[src/rtl/instr_fetch_pkg.sv]
// instr_fetch_pkg: shared opcode constants, default widths and immediate helpers for the fetch stage
package instr_fetch_pkg;
    localparam int unsigned IF_ADDR_W = 32;
    localparam logic [7:0] OP_B = 8'hA0;
    localparam logic [31:0] NOP_INSTR = 32'h0000_0000;
    localparam logic [31:0] NOP_ALT = 32'hC800_0000;

    function automatic logic [31:0] sext16(input logic [15:0] imm);
        return {{16{imm[15]}}, imm};
    endfunction
endpackage

[src/rtl/instr_fetch_hold_buf.sv]
// fetch_hold_buf: one-entry holding register for an instruction that decode could not take
module fetch_hold_buf #(
    parameter int unsigned ADDR_W = 32
) (
    input  logic              clk,
    input  logic              rst,
    input  logic              flush,
    input  logic              capture,
    input  logic              drain,
    input  logic [31:0]       d_instr,
    input  logic [ADDR_W-1:0] d_pc,
    output logic              valid,
    output logic [31:0]       instr,
    output logic [ADDR_W-1:0] pc
);
    // flush beats capture, capture beats drain
    always_ff @(posedge clk) begin
        if (rst || flush) valid <= 1'b0;
        else if (capture) begin
            valid <= 1'b1;
            instr <= d_instr;
            pc    <= d_pc;
        end else if (drain) valid <= 1'b0;
    end
endmodule

[src/rtl/instr_fetch.sv]
// instr_fetch: fetch stage with 1-cycle imem, decode handshake, hold buffer and redirect flush
// Optional PREDECODE_BRANCH_EN: unconditional B (opcode A0) redirects the fetch PC on accept.
module instr_fetch
    import instr_fetch_pkg::*;
#(
    parameter int unsigned       ADDR_W   = IF_ADDR_W,
    parameter logic [ADDR_W-1:0] RESET_PC = '0
) (
    input  logic              clk,
    input  logic              rst,
    output logic [ADDR_W-1:0] imem_addr,
    input  logic [31:0]       imem_instr,
    output logic              if_valid,
    input  logic              if_ready,
    output logic [31:0]       if_instr,
    output logic [ADDR_W-1:0] if_pc,
    input  logic              redirect_valid,
    input  logic [ADDR_W-1:0] redirect_pc
);
    logic [ADDR_W-1:0] pc_q, req_pc_q, hold_pc;
    logic              req_valid_q, hold_valid;
    logic [31:0]       hold_instr;
    logic              issue, capture, drain, take_branch;
    logic [ADDR_W-1:0] branch_pc;

    assign imem_addr = pc_q;

    // output mux, handshake and issue decisions
    always_comb begin
        if_valid    = (hold_valid | req_valid_q) & ~redirect_valid;
        if_instr    = !if_valid ? 32'h0 : hold_valid ? hold_instr : imem_instr;
        if_pc       = !if_valid ? '0 : hold_valid ? hold_pc : req_pc_q;
        capture     = req_valid_q & ~hold_valid & ~if_ready & ~redirect_valid;
        drain       = hold_valid & if_ready;
`ifdef PREDECODE_BRANCH_EN
        take_branch = if_valid & if_ready & (if_instr[31:24] == OP_B);
        branch_pc   = if_pc + ADDR_W'(sext16(if_instr[15:0]));
`else
        take_branch = 1'b0;
        branch_pc   = '0;
`endif
        issue       = ~rst & ~redirect_valid & (~if_valid | if_ready) & ~take_branch;
    end

    // PC and in-flight request; reset, redirect, predecoded branch, then sequential issue
    always_ff @(posedge clk) begin
        if (rst) begin
            pc_q        <= RESET_PC;
            req_valid_q <= 1'b0;
        end else if (redirect_valid) begin
            pc_q        <= redirect_pc;
            req_valid_q <= 1'b0;
        end else if (take_branch) begin
            pc_q        <= branch_pc;
            req_valid_q <= 1'b0;
        end else begin
            req_valid_q <= issue;
            if (issue) begin
                req_pc_q <= pc_q;
                pc_q     <= pc_q + 1'b1;
            end
        end
    end

    fetch_hold_buf #(.ADDR_W(ADDR_W)) u_hold (
        .clk(clk),
        .rst(rst),
        .flush(redirect_valid),
        .capture(capture),
        .drain(drain),
        .d_instr(imem_instr),
        .d_pc(req_pc_q),
        .valid(hold_valid),
        .instr(hold_instr),
        .pc(hold_pc)
    );
endmodule

[config.mk]
export PLATFORM = sky130hd
export DESIGN_NAME = instr_fetch
export DESIGN_NICKNAME = d
export VERILOG_FILES = /design/src/rtl/instr_fetch_pkg.sv /design/src/rtl/instr_fetch_hold_buf.sv /design/src/rtl/instr_fetch.sv
export SDC_FILE = /design/constraint.sdc
export NUM_CORES = 1
export LEC_CHECK = 0
export BUFFER_PORTS_ARGS = -buffer_cell sky130_fd_sc_hd__buf_4
export CAP_MARGIN = 30
export CORE_MARGIN = 1
export CORE_UTILIZATION = 30
export DETAILED_ROUTE_END_ITERATION = 10
export SYNTH_ARGS = -nofsm -noshare
export SYNTH_HDL_FRONTEND = slang
export SYNTH_SLANG_ARGS = --single-unit
[constraint.sdc]
create_clock -name clk -period 10.7 [get_ports clk]
set_input_delay 1.605 -clock clk [delete_from_list [all_inputs] [get_ports clk]]
set_output_delay 1.605 -clock clk [all_outputs]
set_load 0.02 [all_outputs]
---- After elaboration in Yosys (flattened, before gate mapping) ----
Index checks and enable logic that the tools add are counted.
word-level totals
  input bits .............................. 68
  bits in registers ....................... 130
  logic and storage cells ................. 36
  output and inout port bits .............. 97
operators by class
  muxes and demuxes ....................... 8
  bitwise gates (word level) .............. 15
  reduce and logical (&&, ||, !) cells .... 6
  add/subtract/negate cells ............... 1
operators by type and width
  operator                 count
  $mux W32                 6
  $add A32 B1 Y32 const B  1
  $and A1 B1 Y1            7
  $not A1 Y1               6
  $reduce_bool A2 Y1       2
  $reduce_and A3 Y1        1
  $mux W1                  2
  $or A1 B1 Y1             2
  $reduce_and A2 Y1        1
  $reduce_or A2 Y1         1
  $logic_or A1 B1 Y1       1

---- Longest topological paths before layout ----
Gate-level depths: netlist (run 1).
  word-level depth ........................ 7
  mapped depth ............................ 6

---- Hierarchy ----
Synthesis (run 1) repeated with hierarchy kept, for this count alone.
unflattened totals
  cell total of the unflattened synthesis .. 523
  area, all modules ....................... 6024.5 um^2
by module, submodules not included
  module          area each (um^2)  cells an instance  instances
  instr_fetch     4051.4            454                1
  fetch_hold_buf  1973.1            69                 1

---- Worst setup path after synthesis (run 1) ----
Ideal clock, no wire load.
  path kind ............................... in2reg
  from .................................... in redirect_valid
  to ...................................... reg u_hold.instr[0] (enable)
  cell stages on the path ................. 3
  library setup time ...................... 0.670 ns
  arrival time ............................ 8.615 ns
  data required time ...................... 10.030 ns
  path slack .............................. 1.415 ns
  cell sequence ........................... or2_1 -> buf_6 -> nor4b_1
on the way
  cells in the longest elaborated chain, start to end .. 3
ends and longest elaborated chain
  element                                                            RTL line                    source
  start: declaration                                                 instr_fetch.sv:17           input logic redirect_valid,
  $not A1 Y1 (no line) / $logic_or A1 B1 Y1 (equally long branches)  -
  $and A1 B1 Y1 / $not A1 Y1 (equally long branches)                 -
  $reduce_and A2 Y1 (no line) (*)                                    -
  end signal: assignment                                             instr_fetch_hold_buf.sv:21  instr <= d_instr;
  end: declaration                                                   instr_fetch_hold_buf.sv:13  output logic [31:0] instr,
Every way passes the cells marked *; elsewhere a longest branch is shown, timed or not.
A chain may end at the register's enable or synchronous reset.

---- Worst setup path in the final report (run 1) ----
  from .................................... in redirect_valid
  to ...................................... out if_pc[31]
on the way
  cells in the longest elaborated chain, start to end .. 3
ends and longest elaborated chain
  element               RTL line           source
  $not A1 Y1 (no line)  -
  $and A1 B1 Y1         instr_fetch.sv:30  if_valid = (hold_valid | req_valid_q) & ~redirect_valid;
  $mux W32              instr_fetch.sv:32  if_pc = !if_valid ? '0 : hold_valid ? hold_pc : req_pc_q;
  end: declaration      instr_fetch.sv:16  output logic [ADDR_W-1:0] if_pc,
No other way between the ends.

==> run summary, run 1 <==
Status = completed
Startpoint-to-endpoint class of the critical path = primary input to output port
Cell type of the slowest stage on the worst timing path = buf_4
Period utilisation layout = 44.1%
Largest net degree at the start of global routing = 55
Die Ht = 142 um
Worst clock skew = 0.00732 ns
Number of antenna violations at the first check in global routing = 0
Clock period minus worst slack = 4.72 ns
Detailed-router iteration count before antenna repair = 5
Max capacitance violation total = 0
Floorplan core area = 0.0190 mm2
Maximum buffer depth of the clock tree = 2
Cell repeated most along the worst path = buf_4
Gate power share = 9.0%
Global-route wire length before repair = 24800 um
Yosys synthesis warning count = 0
Share of the synthesized area in the top cell type = 49.1%
Critical path data required time = 9.10 ns
HPWL after detailed placement = 11400 um
Crit. End Element = output port
CTS tree = done
RD Place Congestion = 0.778
Element type at the critical path start = primary input
IO Pins = 165
Internal power = 0.00103 W
Clock latency of the later-clocked register in the worst-skew pair = 0.42 ns
Worst-path cell chain = buf_4, inv_1, o21ai_4, buf_4, nor2_1, buf_4
Routed Antenna Nets = 0
Total global routing track utilization = 16.3%
Top delay family on crit path = buffers and inverters
Power spent charging and discharging nets = 0.000308 W
Post-synth EDFFs = 96
Summed instance area of the synthesized netlist = 0.00587 mm2
Maximum net fanout on the critical path = 52
Max-Slew Margin vs Limit = 51.0%
Number of buffers inserted by post-CTS setup repair = 0
Hold buffers post-CTS = 0
Post-Synthesis Net Count = 570
Most used DFF post-synth = edfxtp_1
CTS Buf Count = 17
Register-to-Register Path Depth = 5
Hold Fails Final Rpt = 0
Clock slew at the register clock pins of the worst setup and hold paths = 0.06 ns
Die span in x = 142 um
Post-Route Setup TNS = 0 ns
Total die area = 0.0201 mm2
Library cell occupying the most area in the post-synthesis netlist = edfxtp_1
Slew Viols, Final = 0
Flops & latches, synth = 130
Overall via count from detail_route = 4686
Routed wire length = 16300 um
WP depth = 6
Fin util = 42.6%
Register share of total power = 43.4%
Post-layout power = 0.00134 W
Arrival time at the worst endpoint = 3.12 ns
CTS H-Tree Depth = 4
Count of unique library cells instantiated by Yosys = 47
Switching Fraction = 23.0%
Final antenna diode count = 0
Final instance count without filler cells = 935
IO Port Bufs = 164
Unrepaired setup endpoints after global routing = no
Most common library cells after synthesis = edfxtp_1 (96), nor2_1 (96), mux2i_1 (64)
Clock Tree Root = clkbuf_16
Layout overhead on the synthesized area = 37.7%
Pwr per Cell Area = 166 mW/mm2
Fmax achieved = 212 MHz
Initial core utilization = 31.0%
Post-detailed-route wirelength per cell = 17.4 um
Layout filler cell count = 1832
Post-cts resize count = 0
Final hold slack = 0.447 ns
Hold crit path type = register to register
NumNets Final = 731
Post-synth ARST share = 0%
Worst-margin pin slew = 0.735 ns
Critical path's largest stage delay = 0.53 ns
Leak Pwr = 2.89 nW
Initial DRC count = 252
VDD IR max = 0.103 mV
Number of buffers and inverters on the critical path = 4
Via count of the first global-routing pass = 4390
Drt via density = 5.01
Row Count = 50
Share of total power in the clock network = 47.6%
Leading post-synthesis cells by cell area = edfxtp_1 (49%), dfxtp_1 (12%), mux2i_1 (11%)
Flip-flop and latch area = 0.00357 mm2
Number of instances in the placed design = 902
Overall overflow remaining after global route = 0
Instance count of the mapped netlist = 501
Share of synthesized area occupied by flip-flops and latches = 60.7%
Area occupied by multi-input gates = 0.00218 mm2
Worst Hold Path Cells = 0
Number of setup violations in the final report = 0
Synth Area per Inst = 11.7 um2
Layout cell share with drive strength beyond 1 = 31.4%
Number of clock sinks = 130
DRC Markers = 0
## layer usage
| metal | global-route usage (%) | vias to the layer above | part of all wire, % |
|---|---|---|---|
| met5 | 0 | - | 0 |
| met4 | 6.85 | 0 | 1.4 |
| met3 | 3.81 | 20 | 6.6 |
| met2 | 24.6 | 183 | 45 |
| met1 | 22.5 | 2252 | 47 |
| li1 | - | 2231 | - |
## layout make-up
class	instances	area share [%]
Clock buffer	18	5.43
Timing Repair Buffer	173	16.5
Clock inverter	14	2.60
Inverter	6	0.279
Sequential cell	130	44.1
Multi-Input combinational cell	334	27.0
Tap cell	260	4.03
## metrics by stage
| stage | cell area [um2] | setup WS (ns) |
|---|---|---|
| 2_1_floorplan | 5870 | 1.42 |
| 3_5_place_dp | 7430 | 5.97 |
| 5_1_grt | 8080 | 5.87 |
| 4_1_cts | 8080 | 5.97 |
| 3_3_place_gp | 7370 | 6.07 |
| 6_report | 8080 | 5.98 |
## path summary, 6_finish.rpt
check                  from            end  slack [ns]
max reg2reg    u_hold.valid  imem_addr[22]        7.89
min            req_pc_q[12]  u_hold.pc[12]        0.45
min reg2reg    req_pc_q[12]  u_hold.pc[12]        0.45
max          redirect_valid      if_pc[31]        5.98
## layout by cell type, fill, tap and decap left out, types with 7 or more instances in the layout
| cell type | Yosys | final |
|---|---|---|
| or3_1 | 9 | 9 |
| nand2_1 | 25 | 25 |
| dfxtp_1 | 34 | 33 |
| a311oi_1 | 13 | 13 |
| edfxtp_1 | 96 | 96 |
| or4_1 | 13 | 13 |
| nor2_1 | 96 | 95 |
| nand3_1 | 11 | 11 |
| a211oi_1 | 7 | 7 |
| buf_4 | 0 | 169 |
| nor4_1 | 9 | 9 |
| mux2i_1 | 64 | 64 |
| nand4_1 | 11 | 11 |
| clkbuf_16 | 0 | 17 |
## sequential cells by signal, indices dropped and copies added, names as in the netlist
| register | count |
|---|---|
| imem_addr | 32 |
| u_hold.valid | 1 |
| u_hold.pc | 32 |
| req_valid_q | 1 |
| u_hold.instr | 32 |
| req_pc_q | 32 |
## kinds of logic after synthesis
| family | Yosys count | share of synthesized area (%) |
|---|---|---|
| fa+ha+maj | 1 | 0.213 |
| flops | 130 | 60.7 |
| mux | 64 | 10.9 |
| compound gates | 57 | 7.42 |
| buf+inv | 37 | 2.52 |
| simple gates | 205 | 17.2 |
| xor+xnor | 7 | 1.04 |
## power by group through the flow
stage / Clock, W / Combinational (W) / Sequential [W]
6_report: 0.000638 / 0.000121 / 0.000582
5_1_grt: 0.000671 / 0.000131 / 0.000585
4_1_cts: 0.000648 / 0.000123 / 0.000582
3_5_place_dp: 0 / 0.000122 / 0.000593
3_3_place_gp: 0 / 0.000119 / 0.000592
2_1_floorplan: 0 / 0.0000529 / 0.000595
## worst register-to-register path, stage by stage (launching register included)
cell      delay [ns]
dfxtp_4         0.35
buf_4           0.22
o21bai_1        0.50
nand4_1         0.70
or4_1           0.70
a311oi_1        0.26
No activity file was read; power rests on OpenSTA's default activity.
==> run 2: changes to the inputs <==
- ABC_AREA: unset -> 1
- clock period: 10.7 -> 4.2 ns (I/O delays scaled with it)
==> run summary, run 2 <==
Instance area at placement = 0.00817 mm2
Floorplan core area = 0.0218 mm2
Power spent charging and discharging nets = 0.000802 W
IO Pins = 165
HPWL after detailed placement = 12100 um
Clock Tree Root = clkbuf_16
Hold crit path type = primary input to register
Detailed-router iteration count before antenna repair = 5
Die Ht = 151 um
Post-layout power = 0.00334 W
Overall via count from detail_route = 5776
VDD IR max = 0.249 mV
Number of clock sinks = 130
Element type at the critical path start = primary input
Startpoint-to-endpoint class of the critical path = primary input to output port
Hold Fails Final Rpt = 0
CTS Buf Count = 17
Worst-margin pin slew = 0.811 ns
Post-cts resize count = 0
Met2 track demand over resource in global routing = 25.4%
Period utilisation layout = 60.4%
Final antenna diode count = 0
Drt via density = 4.39
Clock period minus worst slack = 2.54 ns
Leak Pwr = 4.20 nW
Layout overhead on the synthesized area = 31.9%
Number of antenna violations at the first check in global routing = 0
Critical path data required time = 3.57 ns
Leading post-synthesis cells by cell area = edfxtp_1 (43%), nand2_1 (23%), dfxtp_1 (10%)
Overall overflow remaining after global route = 0
Post-synth ARST share = 0%
Share of the synthesized area in the top cell type = 43.3%
Fin util = 40.3%
DRC Markers = 0
Min-delay src = imem_instr[26]
Routed Antenna Nets = 0
Routed wire length = 17400 um
Largest net degree at the start of global routing = 66
Gate power share = 10.5%
Most common library cells after synthesis = nand2_1 (401), inv_1 (102), edfxtp_1 (96)
Register share of total power = 44.4%
Post-Route Setup TNS = 0 ns
Pwr per Cell Area = 380 mW/mm2
Register-to-Register Path Depth = 10
Max-Slew Margin vs Limit = 45.9%
Row Count = 54
Library cell with the highest instance count after synthesis = nand2_1
NumNets Final = 1091
Maximum buffer depth of the clock tree = 2
Crit. End Element = output port
Final hold slack = 0.400 ns
Die span in x = 151 um
Library cell occupying the most area in the post-synthesis netlist = edfxtp_1
Most frequent cells in the layout = nand2_1 (401), buf_4 (170), inv_1 (102), edfxtp_1 (96), nor2_1 (72)
Startpoint of the most critical register-to-register path = imem_addr[0]
Final non-filler cell area = 0.00879 mm2
Worst min-delay path endpoint = u_hold.instr[26]
IO Port Bufs = 164
Layout filler cell count = 2261
Fmax achieved = 394 MHz
CTS H-Tree Depth = 4
Clock slew at the register clock pins of the worst setup and hold paths = 0.06 ns
Initial DRC count = 353
Post-detailed-route wirelength per cell = 13.2 um
Status = completed
Global-route track usage on met3 = 3.37%
Slew Viols, Final = 0
Initial core utilization = 30.5%
Unrepaired setup endpoints after global routing = no
Share of synthesized area occupied by flip-flops and latches = 53.5%
Worst Hold Path Cells = 1
Count of unique library cells instantiated by Yosys = 30
Share of total power in the clock network = 45.2%
Maximum net fanout on the critical path = 65
Max capacitance violation total = 0
Layout cell share with drive strength beyond 1 = 21.9%
Total die area = 0.0228 mm2
Capture point of the worst reg-to-reg path = imem_addr[22]
Global-route wire length before repair = 27100 um
Yosys synthesis warning count = 0
Number of buffers inserted by post-CTS setup repair = 0
Global routing usage on met1 = 20.0%
Internal power = 0.00253 W
Number of setup violations in the final report = 0
Total global routing track utilization = 15.7%
Top Usage Layer GRT = met2
Post-synth EDFFs = 96
Hold buffers post-CTS = 0
Slack of the worst reg-to-reg path = 2.40 ns
Most used DFF post-synth = edfxtp_1
Switching Fraction = 24.0%
Clock latency of the later-clocked register in the worst-skew pair = 0.42 ns
RD Place Congestion = 0.838
Summed instance area of the synthesized netlist = 0.00666 mm2
Flops & latches, synth = 130
Via count of the first global-routing pass = 5229
Instance count of the mapped netlist = 866
Arrival time at the worst endpoint = 1.91 ns
CTS tree = done
Worst clock skew = 0.00920 ns
Commonest non-fill, non-tap cell in the layout = nand2_1
Post-Synthesis Net Count = 935
Synth Area per Inst = 7.69 um2
[run 2: cell types whose count changed after synthesis, moves of 9 or more]
| cell | previous run | this run |
|---|---|---|
| a21oi_1 | 3 | 17 |
| a311oi_1 | 13 | 0 |
| buf_2 | 1 | 10 |
| inv_1 | 6 | 102 |
| mux2i_1 | 64 | 0 |
| nand2_1 | 25 | 401 |
| nand3_1 | 11 | 51 |
| nor2_1 | 96 | 73 |
| nor4_1 | 9 | 0 |
| or3_1 | 9 | 0 |
| or4_1 | 13 | 0 |
[run 2: stage by stage]
| stage | std cells | setup WS [ns] |
|---|---|---|
| 4_1_cts | 1315 | 1.62 |
| 2_1_floorplan | 866 | 0.252 |
| 3_5_place_dp | 1283 | 1.47 |
| 3_3_place_gp | 1282 | 1.48 |
| 6_report | 1315 | 1.66 |
| 5_1_grt | 1315 | 1.46 |
[run 2: worst max path at each step]
| stage | to | startpoint | cells after the start | slack (ns) |
|---|---|---|---|---|
| after global routing | if_pc[26] | u_hold.valid | 6 | 1.46 |
| after floorplan | u_hold.instr[0] | redirect_valid | 3 | 0.25 |
| after CTS | if_pc[7] | u_hold.valid | 6 | 1.62 |
| final | if_pc[14] | redirect_valid | 6 | 1.66 |
| after global placement | u_hold.instr[4] | rst | 5 | 1.48 |
| after detailed placement | u_hold.instr[4] | rst | 5 | 1.47 |
[run 2: metal layers]
| metal | share of wire, % | wire length [um] |
|---|---|---|
| met1 | 46 | 7980 |
| met2 | 46 | 8030 |
| met5 | 0 | 0 |
| met3 | 5.5 | 947 |
| met4 | 2.3 | 395 |
[run 2: critical path, cell delays in order]
cell	delay, ns
buf_4	0.23
nor2_4	0.13
buf_4	0.49
nand2_1	0.13
inv_1	0.08
buf_4	0.14
[run 2: layout make-up]
type,instances,area (um2),share of cell area [%]
Clock buffer,20,457,5.20
Clock inverter,12,158,1.79
Inverter,106,400,4.56
Multi-Input combinational cell,596,2560,29.1
Sequential cell,130,3560,40.6
Tap cell,280,350,3.99
Timing Repair Buffer,171,1300,14.8
[run 2: power groups by stage]
stage | Clock [W] | Combinational, W | Sequential [W]
finish | 0.00151 | 0.000350 | 0.00148
global route | 0.00160 | 0.000391 | 0.00149
CTS | 0.00155 | 0.000355 | 0.00148
detailed placement | 0 | 0.000354 | 0.00151
global placement | 0 | 0.000350 | 0.00151
floorplan | 0 | 0.000175 | 0.00151
[run 2: kinds of logic (layout without fill, tap and decap cells)]
logic type,Yosys count,after routing,synth area share [%]
DFF,130,130,53.5
xor gates and xnor gates,1,1,0.132
and+or+nand+nor,557,557,34.7
AOI/OAI and AO/OA,37,37,3.19
adders and majority gates,1,1,0.188
buffers and inverters,140,309,8.34
==> run 3: changes to the inputs <==
- clock period: 4.2 -> 2.25 ns (I/O delays scaled with it)
==> run summary, run 3 (synthesized netlist as in run 2, its figures left out) <==
Setup ws final = 0.181 ns
Number of clock sinks = 130
Clock latency of the later-clocked register in the worst-skew pair = 0.42 ns
Maximum net fanout on the critical path = 47
Number of setup violations in the final report = 0
Clock period minus worst slack = 2.07 ns
RD Place Congestion = 0.865
Max capacitance violation total = 0
Global routing usage on met1 = 21.1%
Most frequent cells in the layout = nand2_1 (401), buf_4 (175), inv_1 (101), edfxtp_1 (96), nor2_1 (72)
Commonest non-fill, non-tap cell in the layout = nand2_1
Slack of the worst reg-to-reg path = 0.55 ns
Arrival time at the worst endpoint = 1.73 ns
Floorplan core area = 0.0218 mm2
Leak Pwr = 4.26 nW
Instance area at placement = 0.00831 mm2
CTS H-Tree Depth = 4
Hold Fails Final Rpt = 0
Post-detailed-route wirelength per cell = 13.2 um
IO Port Bufs = 164
Die Ht = 151 um
Drt via density = 4.38
Max-Slew Margin vs Limit = 68.2%
Die span in x = 151 um
Global-route wire length before repair = 27100 um
Hold crit path type = primary input to register
Total global routing track utilization = 15.7%
Critical path data required time = 1.91 ns
Element type at the critical path start = register
Layout overhead on the synthesized area = 34.1%
Worst clock skew = 0.00841 ns
Maximum buffer depth of the clock tree = 2
Routed wire length = 17500 um
Total die area = 0.0228 mm2
Status = completed
Layout filler cell count = 2237
Met2 track demand over resource in global routing = 24.7%
Row Count = 54
Fmax achieved = 483 MHz
Largest net degree at the start of global routing = 58
NumNets Final = 1101
Initial core utilization = 30.5%
Worst setup slack before clock tree synthesis = 0.533 ns
Flip-flop and latch area = 0.00356 mm2
Unrepaired setup endpoints after global routing = no
Area occupied by multi-input gates = 0.00257 mm2
Final non-filler cell area = 0.00893 mm2
Clock Tree Root = clkbuf_16
Post-Route Setup TNS = 0 ns
Pwr per Cell Area = 704 mW/mm2
Worst-margin pin slew = 0.476 ns
Number of antenna violations at the first check in global routing = 1
Layout cell share with drive strength beyond 1 = 22.8%
HPWL after detailed placement = 13000 um
CTS Buf Count = 17
Number of buffers inserted by post-CTS setup repair = 0
DRC Markers = 0
Initial DRC count = 302
Period utilisation layout = 92.0%
Global-route track usage on met3 = 3.61%
Clock slew at the register clock pins of the worst setup and hold paths = 0.06 ns
VDD IR max = 0.445 mV
Startpoint-to-endpoint class of the critical path = register to output port
Fin util = 40.9%
Slew Viols, Final = 0
Overall overflow remaining after global route = 0
Overall via count from detail_route = 5803
Via count of the first global-routing pass = 5197
Routed Antenna Nets = 0
Detailed-router iteration count before antenna repair = 6
Top Usage Layer GRT = met2
CTS tree = done
IO Pins = 165
Crit. End Element = output port
-- run 3: cell types whose count changed in the layout (fill, tap and decap cells not counted), moves of 2 or more --
cell / change
buf_4: +5
clkinv_4: -2
clkbuf_8: -2
buf_12: +4
-- run 3: what timing repair did --
item | CTS | global route
gates resized for setup | 0 | 3
endpoints found under the setup margin | 0 | 31
endpoints found under the hold margin | 0 | 0
hold buffers | 0 | 0
-- run 3: path summary, 6_finish.rpt --
| check | depth (start not counted) | from | endpoint |
|---|---|---|---|
| worst max-delay path | 7 | u_hold.valid | if_pc[26] |
| worst min-delay path | 1 | imem_instr[25] | u_hold.instr[25] |
| worst max register to register | 4 | u_hold.valid | req_pc_q[24] |
| worst min register to register | 0 | req_pc_q[23] | u_hold.pc[23] |
-- run 3: metal layers --
layer | up-vias | wire (um)
met3 | 17 | 1140
li1 | 3054 | -
met2 | 176 | 7950
met4 | 0 | 216
met5 | - | 0
met1 | 2556 | 8170
-- run 3: worst max-delay path, cell delays in order (launching register included) --
cell and delay, ns:
dfxtp_2 0.52, inv_4 0.17, buf_12 0.21, nand2_1 0.08
nand2_1 0.06, nand2_1 0.06, inv_1 0.04, buf_4 0.14
-- run 3: stage by stage --
| step | hold WS [ns] | std cells | total power, W |
|---|---|---|---|
| 2_1_floorplan | 0.427 | 866 | 0.00315 |
| 3_3_place_gp | 0.431 | 1293 | 0.00349 |
| 3_5_place_dp | 0.432 | 1293 | 0.00350 |
| 4_1_cts | 0.0911 | 1325 | 0.00637 |
| 5_1_grt | 0.0912 | 1325 | 0.00655 |
| 6_report | 0.114 | 1326 | 0.00629 |
-- run 3: cell type report --
cell class / instances / area share, %
multi-input cells: 596 / 28.7
diodes: 1 / 0.0280
inverters: 106 / 4.55
clock inverters: 14 / 2.10
clock buffers: 18 / 4.80
repair buffers: 181 / 16.0
well taps: 280 / 3.92
flip-flops and latches: 130 / 39.9
-- run 3: where the power goes --
part | switching (W) | internal [W]
clock network | 0.00100 | 0.00185
logic | 0.000388 | 0.000288
registers | 0.000100 | 0.00266
total | 0.00149 | 0.00480
